## config.mk

```make
export PLATFORM = sky130hd
export DESIGN_NAME = call_pad_checker_commit
export DESIGN_NICKNAME = d
export VERILOG_FILES = /design/src/rtl/cfi_pkg.sv /design/src/rtl/cfi_sat_counter.sv /design/src/rtl/call_pad_checker_commit.sv
export SDC_FILE = /design/constraint.sdc
export NUM_CORES = 1
export LEC_CHECK = 0
export BUFFER_PORTS_ARGS = -buffer_cell sky130_fd_sc_hd__buf_2
export CAP_MARGIN = 20
export CORE_AREA = 10 10 267 269
export CTS_BUF_LIST = sky130_fd_sc_hd__clkbuf_4
export DETAILED_ROUTE_END_ITERATION = 12
export DIE_AREA = 0 0 277 279
export HOLD_SLACK_MARGIN = 0.03
export REMOVE_ABC_BUFFERS = 1
export SETUP_SLACK_MARGIN = 0.1
export SYNTH_ARGS = -nofsm -noshare
export SYNTH_HDL_FRONTEND = slang
export SYNTH_SLANG_ARGS = --single-unit
```

## constraint.sdc

```tcl
create_clock -name clk_i -period 4 [get_ports clk_i]
set_input_delay 0.4 -clock clk_i [delete_from_list [all_inputs] [get_ports clk_i]]
set_output_delay 0.4 -clock clk_i [all_outputs]
set_load 0.02 [all_outputs]
```

## src/rtl/cfi_pkg.sv

```systemverilog
// Shared control-flow-integrity types, marker constants and instruction classifiers,
// used by the call-pad checker and the return checker.
package cfi_pkg;

    localparam int unsigned XLEN  = 64;
    localparam int unsigned REG_W = 6;

    // Local stand-ins for the core's fu_op / exception / scoreboard types
    typedef enum logic [3:0] {
        ADD, SUB, XORL, JAL, JALR, BEQ, LD, SD
    } fu_op_e;

    localparam logic [XLEN-1:0] BREAKPOINT = XLEN'(3);

    typedef struct packed {
        logic [XLEN-1:0] cause;
        logic [XLEN-1:0] tval;
        logic            valid;
    } exception_t;

    typedef struct packed {
        logic [XLEN-1:0]  pc;
        fu_op_e           op;
        logic [REG_W-1:0] rs1;
        logic [REG_W-1:0] rd;
        logic [XLEN-1:0]  result;
        exception_t       ex;
    } scoreboard_entry_t;

    typedef enum logic {IDLE, WAIT_PAD} cfi_state_e;

    localparam fu_op_e     DEF_PAD_OP  = ADD;
    localparam logic [4:0] DEF_PAD_RD  = 5'd0;
    localparam logic [4:0] DEF_PAD_RS1 = 5'd0;
    localparam logic [11:0] DEF_PAD_IMM = 12'd2;

    localparam fu_op_e     DEF_RET_OP  = ADD;
    localparam logic [4:0] DEF_RET_RD  = 5'd0;
    localparam logic [4:0] DEF_RET_RS1 = 5'd0;
    localparam logic [11:0] DEF_RET_IMM = 12'd1;

    function automatic logic is_link(logic [4:0] r);
        return (r == 5'd1) || (r == 5'd5);
    endfunction

    function automatic logic is_call(scoreboard_entry_t e);
        return ((e.op == JAL) || (e.op == JALR)) && is_link(e.rd[4:0]) && !e.ex.valid;
    endfunction

    function automatic logic is_pad(scoreboard_entry_t e, fu_op_e op, logic [4:0] rd,
                                    logic [4:0] rs1, logic [11:0] imm);
        return (e.op == op) && (e.rd[4:0] == rd) && (e.rs1[4:0] == rs1) &&
               (e.result[11:0] == imm) && !e.ex.valid;
    endfunction

    // Function return: jalr x0, 0(ra|t0)
    function automatic logic is_ret(scoreboard_entry_t e);
        return (e.op == JALR) && (e.rd[4:0] == 5'd0) && is_link(e.rs1[4:0]) && !e.ex.valid;
    endfunction

endpackage

```

## src/rtl/cfi_sat_counter.sv

```systemverilog
// Saturating up-counter with synchronous clear; holds at all-ones.
module cfi_sat_counter #(
    parameter int unsigned W = 16
) (
    input  logic         clk_i,
    input  logic         clr_i,
    input  logic         inc_i,
    output logic [W-1:0] cnt_o
);

    logic [W-1:0] cnt_q;

    always_ff @(posedge clk_i) begin
        if (clr_i) begin
            cnt_q <= '0;
        end else if (inc_i && (cnt_q != {W{1'b1}})) begin
            cnt_q <= cnt_q + W'(1);
        end
    end

    assign cnt_o = cnt_q;

endmodule

```

## src/rtl/call_pad_checker_commit.sv

```systemverilog
// Forward-edge CFI checker: the first instruction committed after a call must be the landing pad.
// Build option CALL_PAD_CSR_EN: gate exceptions and violation counting with csr_en_i.
module call_pad_checker_commit
    import cfi_pkg::*;
#(
    parameter fu_op_e      PAD_OP          = DEF_PAD_OP,
    parameter logic [4:0]  PAD_RD          = DEF_PAD_RD,
    parameter logic [4:0]  PAD_RS1         = DEF_PAD_RS1,
    parameter logic [11:0] PAD_IMM         = DEF_PAD_IMM,
    parameter int unsigned NR_COMMIT_PORTS = 2,
    parameter int unsigned CNT_W           = 16
) (
    input  logic                       clk_i,
    input  logic                       rst_i,
    input  logic                       flush_i,
    input  logic                       csr_en_i,
    input  logic [NR_COMMIT_PORTS-1:0] commit_ack_i,
    input  scoreboard_entry_t          commit_instr_i [NR_COMMIT_PORTS],
    output exception_t                 exception_o,
    output logic [CNT_W-1:0]           violation_cnt_o,
    output logic [CNT_W-1:0]           check_cnt_o
);

    cfi_state_e        state_q, state_d;
    exception_t        exc_q, exc_d;
    logic              do_check_c;
    logic              pad_ok_c;
    logic [XLEN-1:0]   chk_pc_c;
    logic              enforce_c;
    logic              raise_c;
    scoreboard_entry_t i0, i1;

    assign i0 = commit_instr_i[0];
    assign i1 = commit_instr_i[1];

`ifdef CALL_PAD_CSR_EN
    assign enforce_c = csr_en_i;
`else
    logic unused_csr_en;
    assign unused_csr_en = csr_en_i;
    assign enforce_c     = 1'b1;
`endif

    // Only a few fields of each entry feed the classifiers
    logic unused_instr;
    assign unused_instr = ^{i0, i1};

    // Next state and the (at most one) pad check of this cycle
    always_comb begin
        state_d    = state_q;
        do_check_c = 1'b0;
        pad_ok_c   = 1'b1;
        chk_pc_c   = '0;
        case (state_q)
            IDLE: begin
                if (commit_ack_i[0] && is_call(i0)) begin
                    if (commit_ack_i[1]) begin
                        do_check_c = 1'b1;
                        pad_ok_c   = is_pad(i1, PAD_OP, PAD_RD, PAD_RS1, PAD_IMM);
                        chk_pc_c   = i1.pc;
                        if (is_call(i1)) state_d = WAIT_PAD;
                    end else begin
                        state_d = WAIT_PAD;
                    end
                end else if (commit_ack_i[1] && is_call(i1)) begin
                    state_d = WAIT_PAD;
                end
            end
            WAIT_PAD: begin
                if (commit_ack_i[0]) begin
                    do_check_c = 1'b1;
                    pad_ok_c   = is_pad(i0, PAD_OP, PAD_RD, PAD_RS1, PAD_IMM);
                    chk_pc_c   = i0.pc;
                    state_d    = IDLE;
                    // A call right behind a good pad arms the next check
                    if (pad_ok_c && commit_ack_i[1] && is_call(i1)) state_d = WAIT_PAD;
                end else if (flush_i) begin
                    state_d = IDLE;
                end
            end
            default: state_d = IDLE;
        endcase
    end

    assign raise_c = do_check_c && !pad_ok_c && enforce_c;

    always_comb begin
        exc_d = '0;
        if (raise_c) begin
            exc_d.valid = 1'b1;
            exc_d.cause = BREAKPOINT;
            exc_d.tval  = chk_pc_c;
        end
    end

    always_ff @(posedge clk_i) begin
        if (rst_i) begin
            state_q <= IDLE;
            exc_q   <= '0;
        end else begin
            state_q <= state_d;
            exc_q   <= exc_d;
        end
    end

    assign exception_o = exc_q;

    cfi_sat_counter #(.W(CNT_W)) u_check_cnt (
        .clk_i (clk_i),
        .clr_i (rst_i),
        .inc_i (do_check_c),
        .cnt_o (check_cnt_o)
    );

    cfi_sat_counter #(.W(CNT_W)) u_viol_cnt (
        .clk_i (clk_i),
        .clr_i (rst_i),
        .inc_i (raise_c),
        .cnt_o (violation_cnt_o)
    );

endmodule
```

==> results of run 1 <==
[through the flow]
stage	util (%)	power, W	setup WS (ns)	instances
global route	12.5	0.00193	1.27	1790
finish	12.5	0.00184	1.38	1790
detailed placement	10.7	0.00118	0.949	1671
floorplan	-	0.00106	-0.181	507
CTS	12.5	0.00189	1.39	1790
global placement	10.7	0.00118	0.928	1671
[final cells by class]
cell class / instances / area share [%]
clock buffers: 9 / 0.825
clock inverters: 6 / 0.902
inverters: 8 / 0.367
multi-input cells: 401 / 28.8
flip-flops and latches: 98 / 24.0
well taps: 864 / 13.2
repair buffers: 404 / 32.0
[worst max-delay path: cells and delay by family, from the launching register on]
family | cells | cell delay [ns]
and+or+nand+nor | 2 | 0.30
AOI/OAI and AO/OA | 2 | 0.83
DFF | 1 | 0.38
buffers and inverters | 2 | 0.96
[placed cells by master, fill, tap and decap left out, types with 6 or more instances in the layout]
cell type      instances
buf_2                285
dlygate4sd3_1        104
dfxtp_1               98
nor2_1                90
a22oi_1               64
conb_1                62
a21oi_1               21
nor2b_1               16
mux2_2                16
nand2_1               14
nand3_1               13
nor4_1                12
buf_4                 12
or4_1                 11
o31ai_1                9
clkbuf_4               9
inv_1                  8
nand4_1                7
o21ai_0                7
a211oi_1               7
nor3_1                 6
[registers in the layout, summed over array words and instances (netlist names)]
register	count
exception_o	65
state_q	1
u_check_cnt.cnt_o	16
u_viol_cnt.cnt_o	16
[layer usage]
metal  vias to the layer above  global-route usage (%)  wire length (um)  part of all wire, %
li1                       2584                       -                 -                    -
met1                      2500                    8.22             12200                   42
met2                       402                    10.8             11900                   41
met3                        49                    3.91              3560                   12
met4                         6                    3.08              1080                  3.8
met5                         -                       0                35                 0.12
[where the power goes]
| part | total (W) | leakage, nW | internal [W] | switching [W] |
|---|---|---|---|---|
| logic | 0.000235 | 2.24 | 0.000110 | 0.000126 |
| clock network | 0.000628 | 0.0709 | 0.000195 | 0.000433 |
| registers | 0.000978 | 0.789 | 0.000978 | 0.0000000990 |
[worst min-delay path by stage]
stage / start / end / slack [ns] / depth (start not counted)
5_1_grt: commit_instr_i[545] / exception_o[64] / 0.07 / 3
3_3_place_gp: u_check_cnt.cnt_o[4] / u_check_cnt.cnt_o[4] / 0.48 / 2
3_5_place_dp: u_check_cnt.cnt_o[3] / u_check_cnt.cnt_o[3] / 0.51 / 2
4_1_cts: commit_instr_i[545] / exception_o[64] / 0.03 / 3
6_report: commit_instr_i[271] / exception_o[63] / 0.13 / 3
2_1_floorplan: rst_i / state_q / 0.47 / 1
[cell usage after synthesis (3+ instances only)]
master	count
clkbuf_1	23
nor2b_1	16
o21ai_0	7
a211oi_1	7
or4_1	11
o31ai_1	9
nand4_1	7
dfxtp_1	98
and3_1	4
inv_1	8
nand3_1	13
nor2_1	90
a22oi_1	64
or3_1	3
o2111ai_1	3
a21oi_1	21
mux2_2	16
buf_2	4
nand2b_1	4
buf_4	70
nor3_1	7
nand2_1	14
nor4_1	12
[kinds of logic (layout without fill, tap and decap cells)]
| kind of cell | count (synthesis) | count (layout) | synth area share [%] |
|---|---|---|---|
| AOI/OAI and AO/OA | 127 | 127 | 19.8 |
| adders and majority gates | 2 | 2 | 0.526 |
| buffers and inverters | 106 | 427 | 14.2 |
| DFF | 98 | 98 | 41.3 |
| muxes | 17 | 17 | 4.00 |
| other | 1 | 62 | 0.0789 |
| and+or+nand+nor | 193 | 193 | 20.2 |
==> results.md, run 1 <==
* Status: finished, final reports clean
* Sum Neg Setup Slack at 0 ns
* Remaining DRCs at 0
* Max Freq at 382 MHz
* Worst VDD drop at 170 uV
* Reg2reg start: state_q
* Final setup fails at 0
* Fill cells at 7544
* CP Class: reg -> reg
* R2R depth at 6
* Max_cap viols at 0
* First-pass GRT wire length at 40.4 mm
* Largest net degree at the start of global routing at 65
* Diode count at 0
* Cell taking the most area after synthesis: dfxtp_1
* Slew @ Worst Pin at 0.940 ns
* CP cell instances: nand2b_1, a2111oi_4, buf_12, a22oi_1, dlygate4sd3_1, nor2_1
* CTS Sinks at slightly below 100
* Total GRT Usage at 7.16%
* Yosys reg bits at 98
* CTS tree: built
* Die area at 77300 um2
* DP Area at 7010 um2
* Antenna violations before repair at 9
* Mapped Area at 4750 um2
* Clock buffer depth at 2
* Port Buffers at roughly 290
* Slowest stage delay, CP at approximately 0.70 ns
* Clock skew at 0.0218 ns
* WHS at 0.131 ns
* Slew Limit Headroom at 37.0%
* Layout cell share with drive strength beyond 1 at 37.0%
* Critical path endpoint category: flip-flop
* Cts hold-fix bufs at 104
* Sequential fraction of the synthesis area at 41.3%
* Fin crit share at around 65%
* Initial Util at 7.24%
* FFs w/ async S/R, synth at 0%
* Worst-Skew Late Latency at approximately 0.54 ns
* Lkg Pwr at approximately 3.1 nW
* Vias per cell at 3.10
* GPL Wtd Cong at 0.759
* Synth top area cells: dfxtp_1, buf_4, a22oi_1, nor2_1, mux2_2
* Min Tclk post-route at 2.62 ns
* H-tree depth at 3
* Crit path from: state_q
* First-pass iteration count of the detailed router at 4
* Number of global-route vias before repair at 6015
* Chip width at 277 um
* CTS resizes at 0
* Crit path max fanout at 64
* Num ports at 713
* Iter 0 DRT Violations at 294
* Post-route cell area at 8190 um2
* Mean post-synth cell area at 8.74 um2
* Area growth, synth to finish at 72.2%
* Synth Flop Type: dfxtp_1
* EDFF count, synth at 0
* Final nets at 1476
* Core ar. at 65600 um2
* Synth cell types at 50
* Area of the multi-input gates at 2360 um2
* Post-CTS Setup Bufs at 0
* CTS Root Cell: clkbuf_4
* Worst path slowest cell: a2111oi_4
* Startpoint Class: flip-flop
* Routed WL at 28.7 mm
* Crit path to: exception_o[26]
* RSZ-0062 raised after global routing: no
* Power per cell area at approximately 220 nW/um2
* Num CTS Buffers at 9
* Grt ovf at 0
* Rows at between 90 and 100
* Antenna-violating nets left at 0
* Top-area cell type share of the netlist area at between 40% and 50%
* Internal reg-to-reg setup slack at 1.38 ns
* Final Hold Violating Endpoints at 0
* Worst min path class: in -> reg
* Required @ worst endpoint at 4.52 ns
* Via count at roughly 5500
* Detail Placement HPWL at ~23 mm
* Sequential cell area at 1960 um2
* Slew Viols, Final at 0
* Critical Path AT at 3.13 ns
* Clk slew on worst S/H paths at 0.21 ns
* Die Height at 279 um
* Avg WL per Cell at approximately 16 um
* RR Endpoint: exception_o[26]
* Synth warn at 0
* Cells after synthesis at approximately 540
No activity file was read; power rests on OpenSTA's default activity.
==> run 2: changes to the inputs <==
Settings changed: ABC_AREA set to 1.
Clock period 4 ns to 2.2 ns, I/O delays scaled along.
==> run 2 against run 1 <==
Global-route usage down 0.37 points. Routed wire length down 6.2%. Utilization up 0.92 points. Die area unchanged. Sequential share of layout area down 1.6 points. Highest routed layer unchanged.
==> results.md, run 2 <==
* Layout cell share with drive strength beyond 1 at 33.0% (-4.0 points)
* Area growth, synth to finish at 76.3%
* Clock buffer depth at 2 (unchanged)
* Status: finished, final reports clean
* Number of global-route vias before repair at 6344 (+5.5%)
* Iter 0 DRT Violations at 215 (-27%)
* Cell taking the most area after synthesis: dfxtp_1
* Post-CTS Setup Bufs at 0 (unchanged)
* Startpoint Class: flip-flop
* CTS Root Cell: clkbuf_4
* Slew Viols, Final at 0 (unchanged)
* Num ports at 713 (unchanged)
* Fin crit share at 88.6% (+23 points)
* Synth Flop Type: dfxtp_1
* Total GRT Usage at 6.79% (-0.37 points)
* Worst min path class: in -> reg
* CP Class: reg -> reg
* GPL Wtd Cong at 0.760 (+0.12%)
* WP buf/inv at 4 (+2)
* Min Tclk post-route at 1.95 ns (-0.668 ns)
* Clock skew at 0.0246 ns (+0.00281 ns)
* Pre-CTS setup slack at 0.264 ns (-0.685 ns)
* Chip width at 277 um (unchanged)
* Cell with the most instances after synthesis: nor2_1
* Yosys reg bits at 98 (unchanged)
* CP cell instances: nand2_1, inv_2, buf_12, buf_6, a22oi_1, dlygate4sd3_1, nor2_1
* Final setup fails at 0 (unchanged)
* Crit path max-delay family: buffers and inverters
* Clk slew on worst S/H paths at 0.18 ns (-0.03 ns)
* Final setup margin at 0.251 ns (-1.13 ns)
* Mapped Area at 4990 um2 (+4.9%)
* Routed WL at 26.9 mm (-6.2%)
* Critical path endpoint category: flip-flop
* Antenna-violating nets left at 0 (unchanged)
* First-pass iteration count of the detailed router at 5 (+1)
* Core ar. at 65600 um2 (unchanged)
* Crit path max fanout at 38 (-41%)
* Die area at 77300 um2 (unchanged)
* EDFF count, synth at 0 (unchanged)
* Grt ovf at 0 (unchanged)
* Worst path slowest cell: dlygate4sd3_1
* WHS at 0.135 ns (+0.00354 ns)
* DP Cell Count at 1800 (+7.7%)
* Largest net degree at the start of global routing at 39 (-40%)
* Most frequent cells in the layout: buf_2, dlygate4sd3_1, nor2_1
* Worst-Skew Late Latency at 0.60 ns (+0.06 ns)
* Detail Placement HPWL at 20.7 mm (-8.7%)
* Required @ worst endpoint at 2.73 ns (-1.79 ns)
* Final nets at 1630 (+10%)
* Fin cells at 1950 (+8.9%)
* Power per cell area at 377 nW/um2 (+68%)
* Rows at 94 (unchanged)
* Slowest stage delay, CP at 0.57 ns (-0.13 ns)
* Commonest cells post-synth: nor2_1, nand2_1, dfxtp_1
* Max Freq at 513 MHz (+34%)
* Synth warn at 0 (unchanged)
* Vias per cell at 3.02 (-2.5%)
* RSZ-0062 raised after global routing: yes
* Worst VDD drop at 206 uV (+22%)
* Num CTS Buffers at 9 (unchanged)
* Final Hold Violating Endpoints at 0 (unchanged)
* Top-area cell type share of the netlist area at 39.3% (-1.9 points)
* Antenna violations before repair at 5 (-4)
* Avg WL per Cell at 13.8 um (-14%)
* Max_cap viols at 0 (unchanged)
* H-tree depth at 3 (unchanged)
* FFs w/ async S/R, synth at 0% (unchanged)
* CTS Sinks at 98 (unchanged)
* Die Height at 279 um (unchanged)
* Initial Util at 7.60% (+0.35 points)
* Lkg Pwr at 3.55 nW (+15%)
* Via count at 5884 (+6.2%)
* Port Buffers at 285 (unchanged)
* Max FFs per register at 65 (unchanged)
* Most common cell after layout, fill and taps aside: buf_2
* First-pass GRT wire length at 39.1 mm (-3.2%)
* Synth cell types at 28 (-44%)
* Cells after synthesis at 664 (+22%)
* Synth top area cells: dfxtp_1, buf_4, a22oi_1, nor2_1, nand2_1
* Mean post-synth cell area at 7.51 um2 (-14%)
* Remaining DRCs at 0 (unchanged)
* Critical Path AT at 2.48 ns (-0.65 ns)
* Sequential fraction of the synthesis area at 39.3% (-1.9 points)
* CTS tree: built
-- run 2: cell count changes in the layout (fill, tap and decap cells not counted), moves of 17 or more --
cell / previous run / this run
nor2_1: 90 / 114
nand3_1: 13 / 35
nand2_2: 0 / 17
nand2_1: 14 / 101
inv_1: 8 / 54
dlygate4sd3_1: 104 / 129
xor2_1: 0 / 17
-- run 2: tightest hold or removal path: cells and delay by family --
family / cells / cell delay (ns)
AOI/OAI and AO/OA: 1 / 0.12
buffers and inverters: 1 / 0.07
and+or+nand+nor: 1 / 0.25
-- run 2: logic make-up after synthesis --
| family | Yosys count | share of synthesized area (%) |
|---|---|---|
| buffers and inverters | 149 | 16.8 |
| AOI/OAI and AO/OA | 98 | 13.8 |
| and+or+nand+nor | 294 | 25.6 |
| xor gates and xnor gates | 22 | 3.86 |
| adders and majority gates | 2 | 0.502 |
| DFF | 98 | 39.3 |
| other | 1 | 0.0752 |
-- run 2: cell type report --
class / instances / area, um2
flip-flops and latches: 98 / 1960
well taps: 864 / 1080
multi-input cells: 478 / 2440
clock inverters: 7 / 81.3
fillers: 7507 / 56800
repair buffers: 433 / 2940
clock buffers: 9 / 67.6
inverters: 56 / 210
diodes: 5 / 12.5
-- run 2: worst paths after layout --
path / depth (start not counted) / startpoint / endpoint / slack, ns
setup / recovery: 7 / state_q / exception_o[47] / 0.25
hold / removal: 3 / commit_instr_i[522] / exception_o[41] / 0.13
setup reg to reg: 7 / state_q / exception_o[47] / 0.25
hold reg to reg: 2 / u_viol_cnt.cnt_o[15] / u_viol_cnt.cnt_o[15] / 0.50
-- run 2: per-stage QoR --
stage	cell area, um2	TNS, ns	power [W]	util, %
after detailed placement	7310	0	0.00215	11.1
after CTS	8750	0	0.00340	13.3
final	8790	0	0.00332	13.4
after global routing	8790	0	0.00350	13.4
after floorplan	4590	-152.30	0.00194	-
after global placement	7310	0	0.00214	11.1
-- run 2: layer usage --
layer	wire length, um	global-route usage (%)	vias to the layer above
met5	13	0	-
met4	565	2.56	2
met3	3500	3.88	28
met2	11100	10.3	362
met1	11800	7.81	2635
li1	-	-	2857
-- run 2: power by group --
group / leakage [nW] / internal (W) / switching, W / total [W]
Sequential: 0.789 / 0.00178 / 0.000000159 / 0.00178
Combinational: 2.68 / 0.000213 / 0.000234 / 0.000446
Clock: 0.0805 / 0.000275 / 0.000816 / 0.00109
-- run 2: what timing repair did --
item / in CTS / in global routing
hold buffers: 129 / 0
endpoints found under the hold margin: 68 / 0
endpoints found under the setup margin: 0 / 44
gates resized for setup: 0 / 7
==> run 3: changes to the inputs <==
Settings changed: BUFFER_PORTS_ARGS -buffer_cell sky130_fd_sc_hd__buf_2 to -buffer_cell sky130_fd_sc_hd__buf_4.
==> run 3 against run 2 <==
Cell count grew 0.21%. Via count down 0.32%. Non-clock buffer count is 4 higher. First-iteration DRC count grew 31%. Sequential power is essentially flat. Critical path depth grew 1. Critical endpoint is now exception_o[25]. Largest power group unchanged.
==> results.md, run 3 (synthesized netlist as in run 2, its figures left out) <==
* Status: finished, final reports clean
* Worst path slowest cell: dlygate4sd3_1
* Max Freq at 517 MHz (+0.79%)
* Slew Limit Headroom at 62.3%
* Crit path from: state_q
* Die Height at 279 um (unchanged)
* Fill cells at 7437 (-0.93%)
* Crit path max fanout at 28 (-26%)
* Num CTS Buffers at 9 (unchanged)
* Routed WL at 27.2 mm (+1.1%)
* Detail Placement HPWL at 20.5 mm (-0.81%)
* CTS tree: built
* Required @ worst endpoint at 2.74 ns (about the same)
* Antenna-violating nets left at 0 (unchanged)
* Power per cell area at 359 nW/um2 (-4.9%)
* Max_cap viols at 0 (unchanged)
* Avg WL per Cell at 13.9 um (+0.94%)
* Gate power share at 15.8% (+2.3 points)
* Switch share at 30.9% (-0.76 points)
* Startpoint Class: flip-flop
* Worst VDD drop at 310 uV (+51%)
* Clk slew on worst S/H paths at 0.21 ns (+0.03 ns)
* Rows at 94 (unchanged)
* Max FFs per register at 65 (unchanged)
* Post-route cell area at 9520 um2 (+8.3%)
* First-pass iteration count of the detailed router at 4 (-1)
* Reg power frac at 52.1% (-1.5 points)
* WHS Path Cells at 3 (unchanged)
* Number of global-route vias before repair at 6299 (-0.71%)
* Critical Path AT at 2.47 ns (about the same)
* Most frequent cells in the layout: buf_4, dlygate4sd3_1, nor2_1
* Worst-Skew Late Latency at 0.58 ns (-0.02 ns)
* Crit path max-delay family: buffers and inverters
* Remaining DRCs at 0 (unchanged)
* HP Start: commit_instr_i[232]
* Pre-CTS setup slack at 0.148 ns (-0.116 ns)
* Largest net degree at the start of global routing at 66 (+69%)
* Psw at 0.00105 W (+0.51%)
* Vias per cell at 3.00 (-0.53%)
* Lkg Pwr at 3.71 nW (+4.6%)
* Port Buffers at 285 (unchanged)
* Reg2reg start: state_q
* Slew @ Worst Pin at 0.560 ns
* Iter 0 DRT Violations at 282 (+31%)
* Num ports at 713 (unchanged)
* H-tree depth at 3 (unchanged)
* DP Area at 8010 um2 (+9.6%)
* Final setup margin at 0.266 ns (+0.0153 ns)
* Initial Util at 7.60% (unchanged)
* RR Endpoint: exception_o[25]
* First-pass GRT wire length at 38.4 mm (-1.8%)
* WHS at 0.0685 ns (-0.0660 ns)
* Clock skew at 0.0205 ns (-0.00414 ns)
* CTS Sinks at 98 (unchanged)
* Final nets at 1634 (+0.25%)
* CP Class: reg -> reg
* RSZ-0062 raised after global routing: no
* WP buf/inv at 4 (unchanged)
* Die area at 77300 um2 (unchanged)
* Layout cell share with drive strength beyond 1 at 33.0% (about the same)
* Slew Viols, Final at 0 (unchanged)
* CP cell instances: inv_1, nand2_1, nor2_4, buf_4, clkbuf_16, a22oi_1, dlygate4sd3_1, nor2_1
* CTS Root Cell: clkbuf_4
* Core ar. at 65600 um2 (unchanged)
* Worst min path class: in -> reg
* Final setup fails at 0 (unchanged)
* Slowest stage delay, CP at 0.58 ns (about the same)
* Area growth, synth to finish at 90.9%
* Clock power share at 32.1% (-0.8 points)
* Grt ovf at 0 (unchanged)
* GPL Wtd Cong at 0.771 (+1.4%)
* Min Tclk post-route at 1.93 ns (-0.0153 ns)
* Antenna violations before repair at 4 (-1)
* R2R depth at 8 (+1)
* Most common cell after layout, fill and taps aside: buf_4
* Final Hold Violating Endpoints at 0 (unchanged)
* Internal reg-to-reg setup slack at 0.27 ns (+0.02 ns)
* Total GRT Usage at 6.68% (-0.12 points)
* Hold EP: exception_o[24]
* Internal Power at 0.00236 W (+4.1%)
* Clock buffer depth at 2 (unchanged)
* Fin crit share at 87.9% (-0.69 points)
* Via count at 5865 (-0.32%)
* Chip width at 277 um (unchanged)
* Critical path endpoint category: flip-flop
[run 3: cell count changes in the layout (fill, tap and decap cells not counted), moves of 2 or more]
cell     change
buf_2      -285
buf_4      +291
buf_6        -2
inv_6        -2
inv_8        +2
nand2_4      +2
[run 3: layer usage]
layer	global-route usage (%)	part of all wire [%]	vias up	routed length [um]
li1	-	-	2857	-
met1	7.67	43	2581	11800
met2	9.66	40	393	10800
met3	3.65	13	32	3480
met4	3.83	4.2	2	1150
met5	0	0.062	-	17
[run 3: through the flow]
| step | setup TNS (ns) | utilization [%] | cells | total power, W |
|---|---|---|---|---|
| final | 0 | 14.5 | 1954 | 0.00341 |
| after global routing | 0 | 14.5 | 1954 | 0.00359 |
| after CTS | 0 | 14.4 | 1946 | 0.00348 |
| after detailed placement | 0 | 12.2 | 1800 | 0.00224 |
| after global placement | 0 | 12.2 | 1800 | 0.00224 |
| after floorplan | -152.30 | - | 632 | 0.00194 |
[run 3: worst max path at each step]
stage | to | cells after the start
floorplan | exception_o[10] | 9
global placement | u_check_cnt.cnt_o[6] | 11
detailed placement | u_check_cnt.cnt_o[6] | 11
CTS | u_check_cnt.cnt_o[6] | 10
global route | u_check_cnt.cnt_o[14] | 10
finish | exception_o[25] | 8
[run 3: repair_timing]
item,in CTS,in global routing
setup buffers,0,2
hold buffers,130,0
endpoints found under the hold margin,66,0
setup endpoints to repair,0,22
resized for setup,0,3
[run 3: power groups by stage]
stage	Combinational (W)	Sequential (W)	Clock (W)
final	0.000541	0.00178	0.00110
after global routing	0.000581	0.00178	0.00123
after CTS	0.000527	0.00178	0.00118
after detailed placement	0.000429	0.00181	0
after global placement	0.000427	0.00181	0
after floorplan	0.000125	0.00181	0
[run 3: area by class of cell]
cell class	instances	area (um2)	area share, %
Clock inverter	7	78.8	0.828
Inverter	56	213	2.23
Multi-Input combinational cell	478	2430	25.5
Sequential cell	98	1960	20.6
Tap cell	864	1080	11.4
Antenna cell	5	12.5	0.131
Clock buffer	9	67.6	0.710
Timing Repair Buffer	437	3670	38.6
[run 3: worst register-to-register path: cells and delay by family (launching register included)]
kind,cells,cell delay (ns)
buffers and inverters,4,1.09
flip-flops,1,0.36
AND/OR/NAND/NOR,3,0.34
AO/OA/AOI/OAI,1,0.12
